<file path="config.mk">
export PLATFORM = sky130hd
export DESIGN_NAME = hazard_ctrl
export DESIGN_NICKNAME = d
export VERILOG_FILES = /design/src/rtl/hazard_ctrl_pkg.sv /design/src/rtl/sat_counter.sv /design/src/rtl/hazard_ctrl.sv
export SDC_FILE = /design/constraint.sdc
export NUM_CORES = 1
export LEC_CHECK = 0
export ABC_AREA = 1
export CELL_PAD_IN_SITES_DETAIL_PLACEMENT = 0
export CELL_PAD_IN_SITES_GLOBAL_PLACEMENT = 1
export CORE_MARGIN = 2
export CORE_UTILIZATION = 34
export CTS_CLUSTER_DIAMETER = 30
export DETAILED_ROUTE_END_ITERATION = 7
export PLACE_DENSITY_LB_ADDON = 0.1
export SYNTH_ARGS = -nofsm -noshare
export SYNTH_HDL_FRONTEND = slang
export SYNTH_SLANG_ARGS = --single-unit
</file>
<file path="constraint.sdc">
create_clock -name clk -period 3.2 [get_ports clk]
set_clock_uncertainty 0.15 [all_clocks]
set_input_delay 0.32 -clock clk [delete_from_list [all_inputs] [get_ports clk]]
set_output_delay 0.32 -clock clk [all_outputs]
set_load 0.01 [all_outputs]
</file>
<file path="src/rtl/hazard_ctrl_pkg.sv">
// Shared definitions for the pipeline hazard controller: forwarding codes,
// FSM state encoding and stall-counter width.
package hazard_ctrl_pkg;

  localparam int STALL_CNT_W = 16;

  localparam logic [5:0] DEP_NONE        = 6'd0;
  localparam logic [5:0] DEP_ALU_EX      = 6'd1;
  localparam logic [5:0] DEP_ALU_MEM     = 6'd2;
  localparam logic [5:0] DEP_MEMRD_EX_RS = 6'd3;
  localparam logic [5:0] DEP_MEMRD_EX_RT = 6'd3;
  localparam logic [5:0] DEP_WB          = 6'd4;
  localparam logic [5:0] DEP_MEMRD_MEM   = 6'd5;

  typedef enum logic [1:0] {
    RUN    = 2'd0,
    DMISS  = 2'd1,
    IMISS  = 2'd2,
    HALTED = 2'd3
  } hz_state_e;

  // Only a load still in EX needs a bubble; every other code (including
  // out-of-range ones) is satisfied by forwarding.
  function automatic logic is_load_use(input logic [5:0] rs, input logic [5:0] rt);
    return (rs == DEP_MEMRD_EX_RS) || (rt == DEP_MEMRD_EX_RT);
  endfunction

endpackage

</file>
<file path="src/rtl/sat_counter.sv">
// Saturating up-counter; increments one cycle after inc, sticks at all-ones.
// Synchronous active-high clear; no backpressure.
module sat_counter #(
  parameter int W = 16
) (
  input  logic         clk,
  input  logic         reset,
  input  logic         inc,
  output logic [W-1:0] cnt
);

  logic [W-1:0] cnt_q;
  logic [W-1:0] cnt_d;

  always_comb begin
    cnt_d = cnt_q;
    if (inc && (cnt_q != {W{1'b1}})) cnt_d = cnt_q + W'(1);
  end

  always_ff @(posedge clk) begin
    if (reset) cnt_q <= '0;
    else       cnt_q <= cnt_d;
  end

  assign cnt = cnt_q;

endmodule

</file>
<file path="src/rtl/hazard_ctrl.sv">
// Pipeline hazard controller: combinational stage enables from FSM state and
// hazard inputs; a suppressed mispredict is remembered until IF/ID next advances.
module hazard_ctrl
  import hazard_ctrl_pkg::*;
(
  input  logic                   clk,
  input  logic                   reset,
  input  logic [5:0]             dep_code_rs,
  input  logic [5:0]             dep_code_rt,
  input  logic                   mispredict_ID,
  input  logic                   imem_ready,
  input  logic                   dmem_req_MEM,
  input  logic                   dmem_ready,
  input  logic                   halt_WB,
  output logic                   pc_write,
  output logic                   ifid_write,
  output logic                   ifid_flush,
  output logic                   idex_bubble,
  output logic                   exmem_write,
  output logic                   memwb_write,
  output logic                   halted,
  output logic [STALL_CNT_W-1:0] stall_cycles
);

  hz_state_e state_q, state_d;
  logic      pending_q, pending_d;
  logic      freeze;
  logic      load_use;
  logic      d_miss;

  always_comb begin
    state_d     = state_q;
    pending_d   = pending_q;
    freeze      = 1'b0;
    pc_write    = 1'b1;
    ifid_write  = 1'b1;
    ifid_flush  = 1'b0;
    idex_bubble = 1'b0;
    exmem_write = 1'b1;
    memwb_write = 1'b1;
    halted      = 1'b0;
    load_use    = is_load_use(dep_code_rs, dep_code_rt);
    d_miss      = dmem_req_MEM && !dmem_ready;

    if (state_q == HALTED) begin
      freeze = 1'b1;
      halted = 1'b1;
    end else if (halt_WB) begin
      freeze  = 1'b1;
      state_d = HALTED;
    end else begin
      case (state_q)
        DMISS: begin
          if (!dmem_ready) begin
            freeze    = 1'b1;
            pending_d = pending_q | mispredict_ID;
          end else begin
            ifid_flush = pending_q | mispredict_ID;
            state_d    = RUN;
          end
        end
        IMISS: begin
          if (d_miss) begin
            freeze    = 1'b1;
            pending_d = pending_q | mispredict_ID;
            state_d   = DMISS;
          end else if (mispredict_ID) begin
            ifid_flush = 1'b1;
            state_d    = RUN;
          end else if (!imem_ready) begin
            pc_write   = 1'b0;
            ifid_flush = 1'b1;
          end else begin
            ifid_flush = pending_q;
            state_d    = RUN;
          end
        end
        default: begin
          if (d_miss) begin
            freeze    = 1'b1;
            pending_d = pending_q | mispredict_ID;
            state_d   = DMISS;
          end else if (load_use) begin
            pc_write    = 1'b0;
            ifid_write  = 1'b0;
            idex_bubble = 1'b1;
            pending_d   = pending_q | mispredict_ID;
          end else if (mispredict_ID) begin
            ifid_flush = 1'b1;
          end else if (!imem_ready) begin
            pc_write   = 1'b0;
            ifid_flush = 1'b1;
            state_d    = IMISS;
          end else begin
            ifid_flush = pending_q;
          end
        end
      endcase
    end

    if (freeze) begin
      pc_write    = 1'b0;
      ifid_write  = 1'b0;
      exmem_write = 1'b0;
      memwb_write = 1'b0;
    end

    // Any cycle IF/ID loads carries the owed flush with it.
    if (ifid_write) pending_d = 1'b0;

    if (reset) begin
      pc_write    = 1'b0;
      ifid_write  = 1'b0;
      ifid_flush  = 1'b0;
      idex_bubble = 1'b0;
      exmem_write = 1'b0;
      memwb_write = 1'b0;
      halted      = 1'b0;
    end
  end

  always_ff @(posedge clk) begin
    if (reset) begin
      state_q   <= RUN;
      pending_q <= 1'b0;
    end else begin
      state_q   <= state_d;
      pending_q <= pending_d;
    end
  end

  sat_counter #(
    .W(STALL_CNT_W)
  ) u_stall_cnt (
    .clk  (clk),
    .reset(reset),
    .inc  (!reset && (state_q != HALTED) && !pc_write),
    .cnt  (stall_cycles)
  );

endmodule

</file>
==> flow_summary.yaml <==
run_status:
  status: "complete, no violations"
timing:
  min_period_over_period: 0.848
  fin_ws_ns: 0.488
  tightest_slew_ns: 0.471
  setup_viol: 0
  clock.fmax_mhz: 369
  tns_ns: 0
  rsz0062_at_grt: "false"
  fin_crit_ns: 2.71
  slew_violations: 0
  slew_headroom: 0.685
  hold_viol: 0
die:
  core_sq_um: 4000
  row_count: 23
  die_area_sq_um: 4690
  fp.dieH_um: 68.5
  start_util: 0.354
  io_pins: 42
  fp.dieW_um: 68.5
placed_design:
  gp_congestion: 0.843
  pre_cts_ws_ns: 0.628
  dpl.hpwl_um: 2870
  portBuffers: 41
  place_inst: 309
worst_hold_path:
  hold_end: "pending_q$_SDFFE_PP0P_"
  worstHoldPathCells: 2
  holdCritStartpoint: "pending_q$_SDFFE_PP0P_"
  hold_class: "reg2reg"
cells_and_area:
  drive_above_1_share: 0.0798
  fin_nets: 287
  diodes: 0
  syn_to_final_growth_pct: 35.1
  fin_cells: 313
synthesis:
  synth_cells: 222
  synth_common_cells: "nand2_1, nor2_1, nand3_1"
  syn-num-nets: 245
  synth_cell_type_count: 26
  synth_top_area_frac: 0.269
  yosysWarnings: 0
  synth_seq_cells: 19
  yosys.area.top_type: "dfxtp_1"
  async_flop_share: 0
  synth.most_common_cell: "nand2_1"
  yosysSeqAreaShare: 0.269
  synth_area_leaders: "dfxtp_1, nand2_1, nand3_1"
  syn_area_sq_um: 1420
  synth_edf_count: 0
  synth-main-ff-cell: "dfxtp_1"
  synth.avg_cell_area_sq_um: 6.37
routing:
  vias: 1503
  drtIter0Drc: 48
  wire_per_inst_um: 11.9
  antenna_left: 0
  routed_wl_um: 3720
  drc: 0
  dr.pass1.iters: 4
  routed_via_density: 4.80
clock_tree:
  cts_sinks: 19
  root_buffer: "clkbuf_8"
  post_cts.repair.setup_buffers: 0
  cts_hold_buf: 0
  post_cts_resized: 0
  worstSkewPairLatency_ns: 0.26
  cts_buffers: 3
  clock_path_buffers: 2
  cts_tree: "yes"
  cts_max_level: 1
  clkTransAtPathRegs_ns: 0.07
power:
  peakVddDrop_mv: 0.286
  finalPower_uw: 636
  p_leak_uw: 0.000750
  powerDensity_nw_per_um2: 333
critical_path:
  crit_top_cell: "inv_1"
  reg2regPathDepth: 11
  critPathLaunchType: "flip-flop"
  crit_arrival_ns: 2.24
  crit_path_end_kind: "output pin"
  cpPeakStageDelay_ns: 0.53
  crit_type: "reg2out"
  reg2reg_to: "u_stall_cnt.cnt[7]$_SDFFE_PP0P_"
  path_max_fanout: 4
  r2r-start: "state_q[1]$_SDFFE_PP0P_"
  path_cells: "inv_1 -> ha_1 -> inv_1 -> or2_1 -> nand3_1 -> nor2_1 -> nand2_2 -> inv_1 -> clkdlybuf4s50_1"
  r2r_slack_ns: 0.99
  worst_path_max_delay_cell: "clkdlybuf4s50_1"
  crit_required_ns: 2.73
global_routing:
  grt_pass1_vias: 1305
  antenna_found_initial: 0
  track_usage: 0.169
  grt_pass1_wl_um: 6000
  overflow: 0
  grt_max_degree: 18
job:
  maxCapViolations: 0
## cell families after synthesis
kind of cell / Yosys count / synth area share
xor gates and xnor gates: 11 / 0.0681
adders and majority gates: 4 / 0.0354
DFF: 19 / 0.269
buffers and inverters: 33 / 0.0973
and+or+nand+nor: 133 / 0.419
AOI/OAI and AO/OA: 22 / 0.111
## how the worst max path moves through the flow
stage	start	end	slack (ns)	cells after the start
4_1_cts	state_q[1]$_SDFFE_PP0P_	pc_write	0.49	9
6_report	state_q[1]$_SDFFE_PP0P_	pc_write	0.49	9
3_5_place_dp	halt_WB	pc_write	0.63	7
5_1_grt	state_q[1]$_SDFFE_PP0P_	pc_write	0.37	9
3_3_place_gp	halt_WB	pc_write	0.61	7
2_1_floorplan	state_q[1]$_SDFFE_PP0P_	pc_write	1.14	9
## sequential cells by signal, indices dropped and copies added (netlist names)
name	cells
u_stall_cnt.cnt	16
pending_q	1
state_q	2
## layer usage
metal | up-vias | GRT usage | wire [um]
li1 | 800 | - | -
met1 | 650 | 0.253 | 1990
met2 | 46 | 0.244 | 1430
met3 | 7 | 0.0373 | 252
met4 | 0 | 0.0400 | 48
met5 | - | 0 | 0
## worst max-delay path: cells and delay by family, from the launching register on
family                     cells  cell delay, ns
adders and majority gates      1            0.22
buffers and inverters          4            0.79
DFF                            1            0.39
and+or+nand+nor                4            0.57
## cell usage in the layout (no fill, tap or decap), types with 2 or more instances in the layout
cell type / Yosys / routed
a21oi_1: 7 / 7
a21oi_2: 9 / 9
buf_4: 1 / 2
clkbuf_8: 0 / 3
clkdlybuf4s50_1: 0 / 41
dfxtp_1: 19 / 19
ha_1: 4 / 4
inv_1: 25 / 25
inv_2: 2 / 2
nand2_1: 54 / 54
nand2_2: 2 / 2
nand3_1: 28 / 28
nand4_1: 9 / 9
nor2_1: 30 / 30
nor3_1: 7 / 7
o21ai_0: 2 / 2
xor2_1: 10 / 10
## final cells by class
class	count	area, sq um
fillers	443	2090
inverters	27	101
repair buffers	43	425
well taps	50	62.6
flip-flops and latches	19	380
clock buffers	4	45.0
multi-input cells	170	897
## power breakdown
group / switching [uW] / internal [uW]
registers: 15.9 / 249
clock network: 81.2 / 88.7
logic: 115 / 86.2
total: 212 / 424
## stage by stage
stage | util | hold slack (ns) | area, sq um
after CTS | 0.478 | 0.308 | 1910
after global placement | 0.467 | 0.290 | 1870
after detailed placement | 0.467 | 0.294 | 1870
after global routing | 0.478 | 0.341 | 1910
final | 0.478 | 0.309 | 1910
after floorplan | - | 0.272 | 1420
No activity file was read; power rests on OpenSTA's default activity.
